### src/rtl/axi_stream_burst_writer_pkg.sv
// Shared types and helpers for the stream-to-AXI burst writer.
package axi_burst_pkg;

  typedef enum logic [1:0] {IDLE, AW, W, B} state_t;

  function automatic logic [31:0] beats_to_bytes(input logic [15:0] len, input int d_level);
    return 32'(len) << d_level;
  endfunction

endpackage

### src/rtl/axi_stream_burst_writer_if.sv
// Stream input plus AXI AW/W/B write channels of the burst writer.
interface axi_stream_burst_writer_if #(
  parameter int A_WIDTH = 25,
  parameter int D_WIDTH = 16
);
  logic               s_valid;
  logic               s_ready;
  logic [D_WIDTH-1:0] s_data;

  logic               awvalid;
  logic               awready;
  logic [A_WIDTH-1:0] awaddr;
  logic [7:0]         awlen;

  logic               wvalid;
  logic               wready;
  logic               wlast;
  logic [D_WIDTH-1:0] wdata;

  logic               bvalid;
  logic               bready;

  // master: the burst writer (stream sink, AXI write master)
  modport master (
    input  s_valid, s_data,
    output s_ready,
    output awvalid, awaddr, awlen,
    input  awready,
    output wvalid, wlast, wdata,
    input  wready,
    input  bvalid,
    output bready
  );

  modport slave (
    output s_valid, s_data,
    input  s_ready,
    input  awvalid, awaddr, awlen,
    output awready,
    input  wvalid, wlast, wdata,
    output wready,
    output bvalid,
    input  bready
  );
endinterface

### src/rtl/axi_stream_burst_writer_fifo.sv
// First-word-fall-through synchronous FIFO with registered pointers.
module sync_fifo_fwft #(
  parameter int DW = 16,
  parameter int AW = 5
) (
  input  logic          clk,
  input  logic          rstn,
  input  logic          push,
  input  logic [DW-1:0] din,
  input  logic          pop,
  output logic [DW-1:0] dout,
  output logic          full,
  output logic          empty,
  output logic [AW:0]   count
);
  localparam int DEPTH = 1 << AW;
  localparam int CW    = AW + 1;

  logic [DW-1:0] r_mem [DEPTH];
  logic [AW-1:0] r_wr_idx;
  logic [AW-1:0] r_rd_idx;
  logic [CW-1:0] r_count;
  logic          w_do_push;
  logic          w_do_pop;

  // a pop in the same cycle frees the slot a push into a full FIFO needs
  assign w_do_pop  = pop && (r_count != '0);
  assign w_do_push = push && ((r_count != CW'(DEPTH)) || w_do_pop);

  always_ff @(posedge clk or negedge rstn) begin
    if (!rstn) begin
      r_wr_idx <= '0;
      r_rd_idx <= '0;
      r_count  <= '0;
    end else begin
      if (w_do_push) r_wr_idx <= r_wr_idx + 1'b1;
      if (w_do_pop)  r_rd_idx <= r_rd_idx + 1'b1;
      r_count <= r_count + CW'(w_do_push) - CW'(w_do_pop);
    end
  end

  always_ff @(posedge clk) begin
    if (w_do_push) r_mem[r_wr_idx] <= din;
  end

  assign dout  = r_mem[r_rd_idx];
  assign full  = (r_count == CW'(DEPTH));
  assign empty = (r_count == '0);
  assign count = r_count;

endmodule

### src/rtl/axi_stream_burst_writer.sv
// Buffers a valid/ready word stream and writes it to DDR as AXI bursts at an
// auto-incrementing address; flush drains partial bursts.
//   state | meaning
//   IDLE  | pick next burst (flush remainder first, else a full burst)
//   AW    | address offered, waiting for awready
//   W     | streaming L beats from the FIFO head
//   B     | waiting for the write response
module axi_stream_burst_writer
  import axi_burst_pkg::*;
#(
  parameter int         A_WIDTH   = 25,
  parameter int         D_WIDTH   = 16,
  parameter int         D_LEVEL   = 1,
  parameter logic [7:0] BURST_LEN = 8'd15,
  parameter int         FIFO_AW   = 5
) (
  input  logic                  clk,
  input  logic                  rstn,
  input  logic                  base_load,
  input  logic [A_WIDTH-1:0]    base_addr,
  input  logic                  flush,
  output logic                  flush_done,
  output logic                  busy,
  output logic [A_WIDTH-1:0]    wr_ptr,
  output logic [15:0]           burst_cnt,
  axi_stream_burst_writer_if.master bus
);
  localparam int            CW       = FIFO_AW + 1;
  localparam logic [CW-1:0] FULL_LEN = CW'(BURST_LEN) + CW'(1);

  state_t               r_state;
  logic                 r_awvalid;
  logic [A_WIDTH-1:0]   r_awaddr;
  logic [7:0]           r_awlen;
  logic [CW-1:0]        r_len;
  logic [CW-1:0]        r_beat;
  logic                 r_wvalid;
  logic                 r_wlast;
  logic                 r_bready;
  logic [CW-1:0]        r_unc;
  logic [CW-1:0]        r_frem;
  logic                 r_factive;
  logic                 r_fdone;
  logic [A_WIDTH-1:0]   r_wr_ptr;
  logic [15:0]          r_burst_cnt;

  logic                 w_full;
  logic                 w_empty;
  logic [CW-1:0]        w_fifo_count;
  logic [D_WIDTH-1:0]   w_dout;
  logic                 w_s_ready;
  logic                 w_push;
  logic                 w_pop;
  logic                 w_aw_hs;
  logic [CW-1:0]        w_unc_next;
  logic                 w_start;
  logic [CW-1:0]        w_start_len;

  sync_fifo_fwft #(.DW(D_WIDTH), .AW(FIFO_AW)) u_fifo (
    .clk   (clk),
    .rstn  (rstn),
    .push  (w_push),
    .din   (bus.s_data),
    .pop   (w_pop),
    .dout  (w_dout),
    .full  (w_full),
    .empty (w_empty),
    .count (w_fifo_count)
  );

  assign w_s_ready = rstn && !w_full;
  assign w_push    = bus.s_valid && w_s_ready;
  assign w_pop     = r_wvalid && bus.wready;
  assign w_aw_hs   = r_awvalid && bus.awready;

  // words in the FIFO not yet claimed by an issued AW
  assign w_unc_next = r_unc + CW'(w_push) - (w_aw_hs ? r_len : '0);

  assign w_start     = (r_frem != '0) || (r_unc >= FULL_LEN);
  assign w_start_len = (r_frem == '0)     ? FULL_LEN :
                       (r_frem > FULL_LEN) ? FULL_LEN : r_frem;

  always_ff @(posedge clk or negedge rstn) begin
    if (!rstn) begin
      r_state     <= IDLE;
      r_awvalid   <= 1'b0;
      r_awaddr    <= '0;
      r_awlen     <= '0;
      r_len       <= '0;
      r_beat      <= '0;
      r_wvalid    <= 1'b0;
      r_wlast     <= 1'b0;
      r_bready    <= 1'b0;
      r_unc       <= '0;
      r_frem      <= '0;
      r_factive   <= 1'b0;
      r_fdone     <= 1'b0;
      r_wr_ptr    <= '0;
      r_burst_cnt <= '0;
    end else begin
      r_fdone <= 1'b0;
      r_unc   <= w_unc_next;
      if (flush) begin
        r_frem    <= w_unc_next;
        r_factive <= 1'b1;
      end else if (w_aw_hs) begin
        r_frem <= (r_frem > r_len) ? (r_frem - r_len) : '0;
      end

      case (r_state)
        IDLE: begin
          if (base_load) begin
            r_wr_ptr <= base_addr;
          end else if (w_start) begin
            r_len     <= w_start_len;
            r_awlen   <= 8'(w_start_len - CW'(1));
            r_awaddr  <= r_wr_ptr;
            r_awvalid <= 1'b1;
            r_state   <= AW;
          end
          // a fresh flush this cycle re-arms instead of completing
          if (r_factive && (r_frem == '0) && !flush) begin
            r_fdone   <= 1'b1;
            r_factive <= 1'b0;
          end
        end
        AW: begin
          if (bus.awready) begin
            r_awvalid <= 1'b0;
            r_wvalid  <= 1'b1;
            r_beat    <= '0;
            r_wlast   <= (r_len == CW'(1));
            r_state   <= W;
          end
        end
        W: begin
          if (bus.wready) begin
            if (r_wlast) begin
              r_wvalid <= 1'b0;
              r_wlast  <= 1'b0;
              r_bready <= 1'b1;
              r_state  <= B;
            end else begin
              r_beat  <= r_beat + CW'(1);
              r_wlast <= ((r_beat + CW'(2)) == r_len);
            end
          end
        end
        B: begin
          if (bus.bvalid) begin
            r_bready    <= 1'b0;
            r_wr_ptr    <= r_wr_ptr + A_WIDTH'(beats_to_bytes(16'(r_len), D_LEVEL));
            r_burst_cnt <= r_burst_cnt + 16'd1;
            r_state     <= IDLE;
          end
        end
        default: r_state <= IDLE;
      endcase
    end
  end

  assign bus.s_ready = w_s_ready;
  assign bus.awvalid = r_awvalid;
  assign bus.awaddr  = r_awaddr;
  assign bus.awlen   = r_awlen;
  assign bus.wvalid  = r_wvalid;
  assign bus.wlast   = r_wlast;
  assign bus.wdata   = (r_wvalid && !w_empty) ? w_dout : '0;
  assign bus.bready  = r_bready;

  assign flush_done = r_fdone;
  assign busy       = (r_state != IDLE) || (w_fifo_count != '0);
  assign wr_ptr     = r_wr_ptr;
  assign burst_cnt  = r_burst_cnt;

endmodule

### src/flat_wrapper.sv
// flat-port wrapper written by rule: the top's interface ports become plain ports
module axi_stream_burst_writer_flat import axi_burst_pkg::*;
#(
  parameter int         A_WIDTH   = 25,
  parameter int         D_WIDTH   = 16,
  parameter int         D_LEVEL   = 1,
  parameter logic [7:0] BURST_LEN = 8'd15,
  parameter int         FIFO_AW   = 5
)
  (clk, rstn, base_load, base_addr, flush, flush_done, busy, wr_ptr, burst_cnt, bus_s_valid, bus_s_data, bus_s_ready, bus_awvalid, bus_awaddr, bus_awlen, bus_awready, bus_wvalid, bus_wlast, bus_wdata, bus_wready, bus_bvalid, bus_bready);
  axi_stream_burst_writer_if #(.A_WIDTH(A_WIDTH), .D_WIDTH(D_WIDTH)) bus_i ();
  input  logic clk;
  input  logic rstn;
  input  logic base_load;
  input  logic [A_WIDTH-1:0] base_addr;
  input  logic flush;
  output logic flush_done;
  output logic busy;
  output logic [A_WIDTH-1:0] wr_ptr;
  output logic [15:0] burst_cnt;
  input wire logic [$bits(bus_i.s_valid)-1:0] bus_s_valid;
  input wire logic [$bits(bus_i.s_data)-1:0] bus_s_data;
  output wire logic [$bits(bus_i.s_ready)-1:0] bus_s_ready;
  output wire logic [$bits(bus_i.awvalid)-1:0] bus_awvalid;
  output wire logic [$bits(bus_i.awaddr)-1:0] bus_awaddr;
  output wire logic [$bits(bus_i.awlen)-1:0] bus_awlen;
  input wire logic [$bits(bus_i.awready)-1:0] bus_awready;
  output wire logic [$bits(bus_i.wvalid)-1:0] bus_wvalid;
  output wire logic [$bits(bus_i.wlast)-1:0] bus_wlast;
  output wire logic [$bits(bus_i.wdata)-1:0] bus_wdata;
  input wire logic [$bits(bus_i.wready)-1:0] bus_wready;
  input wire logic [$bits(bus_i.bvalid)-1:0] bus_bvalid;
  output wire logic [$bits(bus_i.bready)-1:0] bus_bready;
  assign bus_i.s_valid = bus_s_valid;
  assign bus_i.s_data = bus_s_data;
  assign bus_s_ready = bus_i.s_ready;
  assign bus_awvalid = bus_i.awvalid;
  assign bus_awaddr = bus_i.awaddr;
  assign bus_awlen = bus_i.awlen;
  assign bus_i.awready = bus_awready;
  assign bus_wvalid = bus_i.wvalid;
  assign bus_wlast = bus_i.wlast;
  assign bus_wdata = bus_i.wdata;
  assign bus_i.wready = bus_wready;
  assign bus_i.bvalid = bus_bvalid;
  assign bus_bready = bus_i.bready;
  axi_stream_burst_writer #(.A_WIDTH(A_WIDTH), .D_WIDTH(D_WIDTH), .D_LEVEL(D_LEVEL), .BURST_LEN(BURST_LEN), .FIFO_AW(FIFO_AW)) u_core (.clk(clk), .rstn(rstn), .base_load(base_load), .base_addr(base_addr), .flush(flush), .flush_done(flush_done), .busy(busy), .wr_ptr(wr_ptr), .burst_cnt(burst_cnt), .bus(bus_i));
endmodule
### config.mk
export PLATFORM = sky130hd
export DESIGN_NAME = axi_stream_burst_writer_flat
export DESIGN_NICKNAME = d
export VERILOG_FILES = /design/src/rtl/axi_stream_burst_writer_pkg.sv /design/src/rtl/axi_stream_burst_writer_if.sv /design/src/rtl/axi_stream_burst_writer_fifo.sv /design/src/rtl/axi_stream_burst_writer.sv /design/src/flat_wrapper.sv
export SDC_FILE = /design/constraint.sdc
export NUM_CORES = 1
export LEC_CHECK = 0
export BUFFER_PORTS_ARGS = -buffer_cell sky130_fd_sc_hd__clkbuf_2
export CAP_MARGIN = 20
export CORE_MARGIN = 2
export CORE_UTILIZATION = 66
export DETAILED_ROUTE_END_ITERATION = 10
export HOLD_SLACK_MARGIN = 0.15
export PLACE_DENSITY = 0.85
export SETUP_SLACK_MARGIN = 0.4
export SLEW_MARGIN = 0
export SYNTH_ARGS = -nofsm -noshare
export SYNTH_HDL_FRONTEND = slang
export SYNTH_SLANG_ARGS = --single-unit
### constraint.sdc
create_clock -name clk -period 4.57 [get_ports clk]
set_clock_uncertainty 0.2 [all_clocks]
set_input_delay 0.2285 -clock clk [delete_from_list [all_inputs] [get_ports clk]]
set_output_delay 0.2285 -clock clk [all_outputs]
set_load 0.02 [all_outputs]
== Word-level counts from Yosys, hierarchy flattened ==
Memory sizes are Yosys's and may differ from the RTL's.
Index checks and enable logic that the tools add are counted.

* Flip-flop bits (word level): 122
* Bits in writable memories: 512
* Bits of input ports: 49
* Output and inout bits: 97
* Logic and storage cells: 129
* Memories: 1

{| class="wikitable"
|+ Memory list
! memory !! words !! width !! read ports !! clocked after memory_dff !! wr ports !! RTL line !! text
|-
| u_core.u_fifo.r_mem || 32 || 16 || 1 || 0 || 1 || axi_stream_burst_writer_fifo.sv:19 || <nowiki>logic [DW-1:0] r_mem [DEPTH];</nowiki>
|}

* Add/sub/neg operators: 12
* $lt $le $gt $ge: 3
* Eq/ne operators: 15
* Multiplexer cells: 44
* Bitwise logic cells: 1
* Reduce and logical (&&, ||, !) cells: 35

{| class="wikitable"
|+ Operators by type and width
! kind !! count
|-
| 6-bit 2-to-1 mux || 9
|-
| 25-bit 2-to-1 mux || 2
|-
| 25-bit one-hot mux with 2 select lines || 1
|-
| 25-bit by 7-bit adder with 25-bit output || 1
|-
| 1-bit 2-to-1 mux || 19
|-
| 16-bit by 1-bit adder with 16-bit output, second input constant || 1
|-
| 16-bit 2-to-1 mux || 1
|-
| 4-bit AND reduction || 4
|-
| 6-bit by 1-bit adder with 6-bit output || 2
|-
| 6-bit logical NOT || 2
|-
| 2-bit 2-to-1 mux || 6
|-
| 2-bit inequality test, second input constant || 6
|-
| 6-bit one-hot mux with 2 select lines || 1
|-
| 2-bit nonzero test || 6
|-
| 6-bit nonzero test || 2
|-
| 6-bit subtractor || 2
|-
| 5-bit by 1-bit adder with 5-bit output, second input constant || 2
|-
| 1-bit logical AND || 9
|-
| 3-bit AND reduction || 3
|-
| 1-bit one-hot mux with 2 select lines || 4
|-
| 2-bit one-hot mux with 4 select lines || 1
|-
| 6-bit by 1-bit subtractor with 7-bit output, second input constant || 1
|-
| 6-bit by 1-bit adder with 6-bit output, second input constant || 1
|-
| 6-bit by 2-bit adder with 6-bit output, second input constant || 1
|-
| 17 further kinds || 23
|}

== Longest topological paths before layout ==
* Word-level depth: 7
* Depth in mapped cells: 16
* Gate-level depth less buffers: 15

== Hierarchy ==
A second synthesis with hierarchy kept.

* Cell total of the unflattened synthesis: 1796
* Area total of the unflattened synthesis: 26939.6 um2

{| class="wikitable"
|+ By module, submodules not included
! module !! instances !! cells each !! area an instance (um2) !! sequential area each (um2)
|-
| sync_fifo_fwft || 1 || 1151 || 21040.2 || 15775.1
|-
| axi_stream_burst_writer || 1 || 645 || 5899.4 || 2627.5
|}

== Worst setup path before layout ==
No wires, ideal clock.

* Path kind: register to register
* Start point: reg u_core.u_fifo.r_count[2] (netlist: u_core.u_fifo.count[2])
* End point: mem u_core.u_fifo.r_mem[31][0] (enable)
* Library setup time: 388 ps
* Arrival: 2359 ps
* Data required time: 3982 ps
* Slack: 1623 ps
* Stages on the path, launching flop included: 10
* Buffers on the path: 1
* Clock period less this slack: 2947 ps
* Cells stage by stage: dfrtp_1 -> inv_1 -> ha_1 -> nor3b_1 -> a21oi_1 -> nand2_1 -> clkinv_1 -> nand2_1 -> buf_2 -> nor2_1

* Longest elaborated chain between the ends: 7
* Elaborated cells between the ends (all ways): 11
* Those cells by class: eq/ne: 2; mux: 2; reduce/logical: 7

{| class="wikitable"
|+ Ends and longest elaborated chain
! what !! RTL line !! text
|-
| start: declaration || axi_stream_burst_writer_fifo.sv:22 || <nowiki>logic [CW-1:0] r_count;</nowiki>
|-
| start signal: assignment || axi_stream_burst_writer_fifo.sv:38 || <nowiki>r_count <= r_count + CW'(w_do_push) - CW'(w_do_pop);</nowiki>
|-
| 6-bit == test || axi_stream_burst_writer_fifo.sv:47 || <nowiki>assign full = (r_count == CW'(DEPTH));</nowiki>
|-
| 1-bit logical NOT || axi_stream_burst_writer.sv:71 || <nowiki>assign w_s_ready = rstn && !w_full;</nowiki>
|-
| 1-bit logical AND || axi_stream_burst_writer.sv:71 ||
|-
| net bus_s_ready || flat_wrapper.sv:23 || <nowiki>output wire logic [$bits(bus_i.s_ready)-1:0] bus_s_ready;</nowiki>
|-
| 1-bit logical AND || axi_stream_burst_writer.sv:72 || <nowiki>assign w_push = bus.s_valid && w_s_ready;</nowiki>
|-
| 1-bit logical AND || axi_stream_burst_writer_fifo.sv:28 || <nowiki>assign w_do_push = push && ((r_count != CW'(DEPTH)) || w_do_pop);</nowiki>
|-
| 1-bit 2-to-1 mux || axi_stream_burst_writer_fifo.sv:43 || <nowiki>if (w_do_push) r_mem[r_wr_idx] <= din;</nowiki>
|-
| 1-bit 2-to-1 mux (implied by the code) || axi_stream_burst_writer_fifo.sv:43 ||
|-
| end: declaration || axi_stream_burst_writer_fifo.sv:19 ||
|}

The timed path passes the listed nets, and every way through them passes these cells.

== Final worst setup path ==
* Start point: reg u_core.u_fifo.r_rd_idx[1]
* End point: out bus_wdata[15]

* Longest elaborated chain between the ends: 2

{| class="wikitable"
|+ Ends and longest elaborated chain
! what !! RTL line !! text
|-
| start: declaration || axi_stream_burst_writer_fifo.sv:21 || <nowiki>logic [AW-1:0] r_rd_idx;</nowiki>
|-
| start signal: assignment || axi_stream_burst_writer_fifo.sv:37 || <nowiki>if (w_do_pop) r_rd_idx <= r_rd_idx + 1'b1;</nowiki>
|-
| memory read 32 x 16 bit || - ||
|-
| 16-bit 2-to-1 mux || axi_stream_burst_writer.sv:168 || <nowiki>assign bus.wdata = (r_wvalid && !w_empty) ? w_dout : '0;</nowiki>
|-
| end: declaration || flat_wrapper.sv:30 || <nowiki>output wire logic [$bits(bus_i.wdata)-1:0] bus_wdata;</nowiki>
|}

Every way passes these cells.

==> metrics.yaml <==
grt:
  grt_overflow: 0
  antenna_found_initial: 0
  grt_pass1_wl_mm: 103
  grt_use_total_pct: 34.1
  grt_max_degree: 68
  first_global_vias: 16700
synthesis:
  synth_edf_count: 512
  synth_area_um2: 26300
  synth.yosys.seq_area_share_pct: 69.9
  ys.flop_type: "edfxtp_1"
  synth.area.top_cells: "edfxtp_1 (58%), dfrtp_1 (12%), mux4_2 (8.2%)"
  async_flop_share_pct: 19.1
  syn_area_per_cell_um2: 16.3
  syn_nets: 1710
  yosysTopAreaCell: "edfxtp_1"
  post-synth-top-area-fraction_pct: 58.4
  synthCells: 1613
  post_synth_num_cell_types: 65
  yosys_warnings: 0
  synth_seq_cells: 633
power:
  power_density_nw_per_um2: 654
  ir_drop_mv: 0.393
  total_power_mw: 19.7
  leakage_nw: 11.0
hold_path:
  hp-start: "base_addr[21]"
  hold_end: "u_core.wr_ptr[21]$_DFFE_PN0P_"
  hold_depth: 4
  hold_class: "input port to flip-flop"
setup_path:
  cp.required_ps: 4140
  r2r_slack_ps: 1120
  timing_worst_setup_path_type: "flip-flop to output port"
  reg2regPathDepth: 14
  rr_startpoint: "u_core.u_fifo.count[3]$_DFF_PN0_"
  start_kind: "flip-flop"
  worst_setup_path_end_kind: "output port"
  r2r-end: "u_core.u_fifo.count[5]$_DFF_PN0_"
  critPathArrivalTime_ps: 3460
  path_max_fanout: 67
routing:
  wl_per_cell_um: 28.5
  route.vias.total: 16500
  via_per_inst: 6.84
  initialDrtViolationCount: 2256
  ant_nets: 0
  drc: 0
  wl_mm: 68.9
  detail_route.first_pass.iterations: 8
timing:
  hold_ws_ps: 216
  max_slew_margin_pct: 27.1
  fin_ws_ps: 679
  worst_pin_slew_ps: 1090
  rsz0062_at_grt: "no"
  max_freq_mhz: 257
  period_share_pct: 85.1
  hold_viol: 0
  period_needed_ps: 3890
  final_max_slew_viol_count: 0
  setup_viol: 0
  setup_tns_ps: 0
finish:
  drive_above_1_share_pct: 21.5
  nNetsFinal: 1938
  nFillCells: 2079
  mostFrequentLayoutCell: "edfxtp_1"
  design_area_um2: 30200
  diodes: 0
  layout_common_cells: "edfxtp_1 (512), nand2_1 (154), clkbuf_2 (144)"
  area_growth_pct: 14.6
die:
  dieHeight_um: 204
  ios: 146
  die_w_um: 204
  core_area_um2: 39500
  row_count: 73
  die_area_um2: 41500
  start_util_pct: 66.6
clock_network:
  cts_made_buffers: 58
  cts-root-buf: "clkbuf_16"
  clock_latency_ps: 620
  htreeDepth: 2
  clock_path_buffers: 3
  cts_tree: "built"
  path_clk_slew_ps: 60
  numClockSinks: 633
placed_design:
  place_ws_ps: 1090
  dp_hpwl_mm: 39.2
  placed_area_um2: 27800
  portBuffers: 145
  place_congestion: 0.907
status:
  status: "finished, final reports clean"
job:
  drv_cap: 0
==> kinds of logic after synthesis <==
family | count (synthesis) | synth area share (%)
mux | 181 | 11.5
compound gates | 235 | 6.28
buf+inv | 122 | 2.21
flops | 633 | 69.9
xor+xnor | 49 | 1.63
simple gates | 345 | 6.10
fa+ha+maj | 48 | 2.40
==> cell type report <==
class	instances	area [µm²]	share of cell area, %
clock buffers	72	1550	5.12
clock inverters	34	353	1.17
inverters	38	143	0.473
multi-input cells	858	7340	24.3
flip-flops and latches	633	18400	61.0
well taps	525	657	2.18
repair buffers	252	1710	5.68
==> sequential cells by signal (all words and copies together) (netlist names), 2 cells and up <==
signal,flops
u_core.u_fifo.count,6
u_core.u_fifo.r_wr_idx,5
u_core.u_fifo.r_rd_idx,5
u_core.r_beat,6
u_core.bus.awlen,7
u_core.r_len,6
u_core.wr_ptr,25
u_core.bus.awaddr,25
u_core.burst_cnt,16
u_core.r_frem,6
u_core.u_fifo.r_mem,512
u_core.r_unc,6
u_core.r_state,2
==> where the power goes <==
part	internal (mW)	leakage [nW]	total [mW]	switching [mW]
Combinational	2.88	4.02	7.20	4.32
Sequential	6.85	6.09	7.63	0.778
Clock	2.79	0.928	4.90	2.11
==> worst max-delay path by stage <==
| stage | start | to | slack (ps) |
|---|---|---|---|
| 6_report | u_core.u_fifo.r_rd_idx[1]$_DFFE_PN0P_ | bus_wdata[15] | 680 |
| 5_1_grt | u_core.u_fifo.r_rd_idx[2]$_DFFE_PN0P_ | bus_wdata[11] | 570 |
| 4_1_cts | u_core.u_fifo.r_rd_idx[2]$_DFFE_PN0P_ | bus_wdata[5] | 420 |
| 3_5_place_dp | u_core.u_fifo.r_rd_idx[0]$_DFFE_PN0P_ | bus_wdata[10] | 1090 |
| 3_3_place_gp | u_core.u_fifo.r_rd_idx[0]$_DFFE_PN0P_ | bus_wdata[10] | 1220 |
| 2_1_floorplan | u_core.u_fifo.count[2]$_DFF_PN0_ | u_core.u_fifo.r_mem[31][0]$_DFFE_PP_ | 1620 |
==> layer usage <==
metal  share of wire (%)  global-route usage [%]  wire length [µm]  vias to the layer above
li1                    -                       -                 -                     6739
met1                  35                    45.1             24400                     8283
met2                  49                    55.3             33800                     1233
met3                  11                    7.21              7320                      233
met4                 4.9                    15.1              3380                        0
met5                   0                       0                 0                        -
==> timing repair <==
item | CTS | global route
gates resized for setup | 0 | 1
hold buffers | 47 | 0
setup endpoints to repair | 0 | 4
buffers inserted | 0 | 1
hold endpoints to repair | 460 | 0
==> stage by stage <==
stage	instances	util, %
after floorplan	1613	-
after global placement	2255	70.1
after CTS	2410	76.2
after global routing	2412	76.3
after detailed placement	2257	70.2
final	2412	76.3
==> cells in the mapped netlist (5+ instances only) <==
cell and count:
nor2_1 76, buf_6 9, and3_1 7, nor3b_1 7
a22o_1 18, edfxtp_1 512, nand2_1 154, nand3b_1 5
mux4_2 96, o21a_1 5, mux2i_1 82, nor2b_1 7
inv_1 37, xor2_1 16, buf_1 5, o21ai_0 26
a221oi_1 7, clkbuf_1 41, dfrtp_1 121, a21oi_1 38
nor3_1 5, a211oi_1 47, and2_1 7, ha_1 44
nand2b_1 9, o22ai_1 25, buf_2 21, a22oi_1 17
nand4_1 17, buf_4 8, xnor2_1 33, a21o_1 8
nand3_1 28, o221ai_1 17
==> worst max-delay path: stages, from the launching register on <==
cell      delay (ps)
dfrtp_4          810
buf_12           460
mux2i_1          340
o221ai_1         210
a211oi_1         650
a211oi_1         170
clkbuf_2         200
Note: power is estimated with default switching activity, not from simulation.
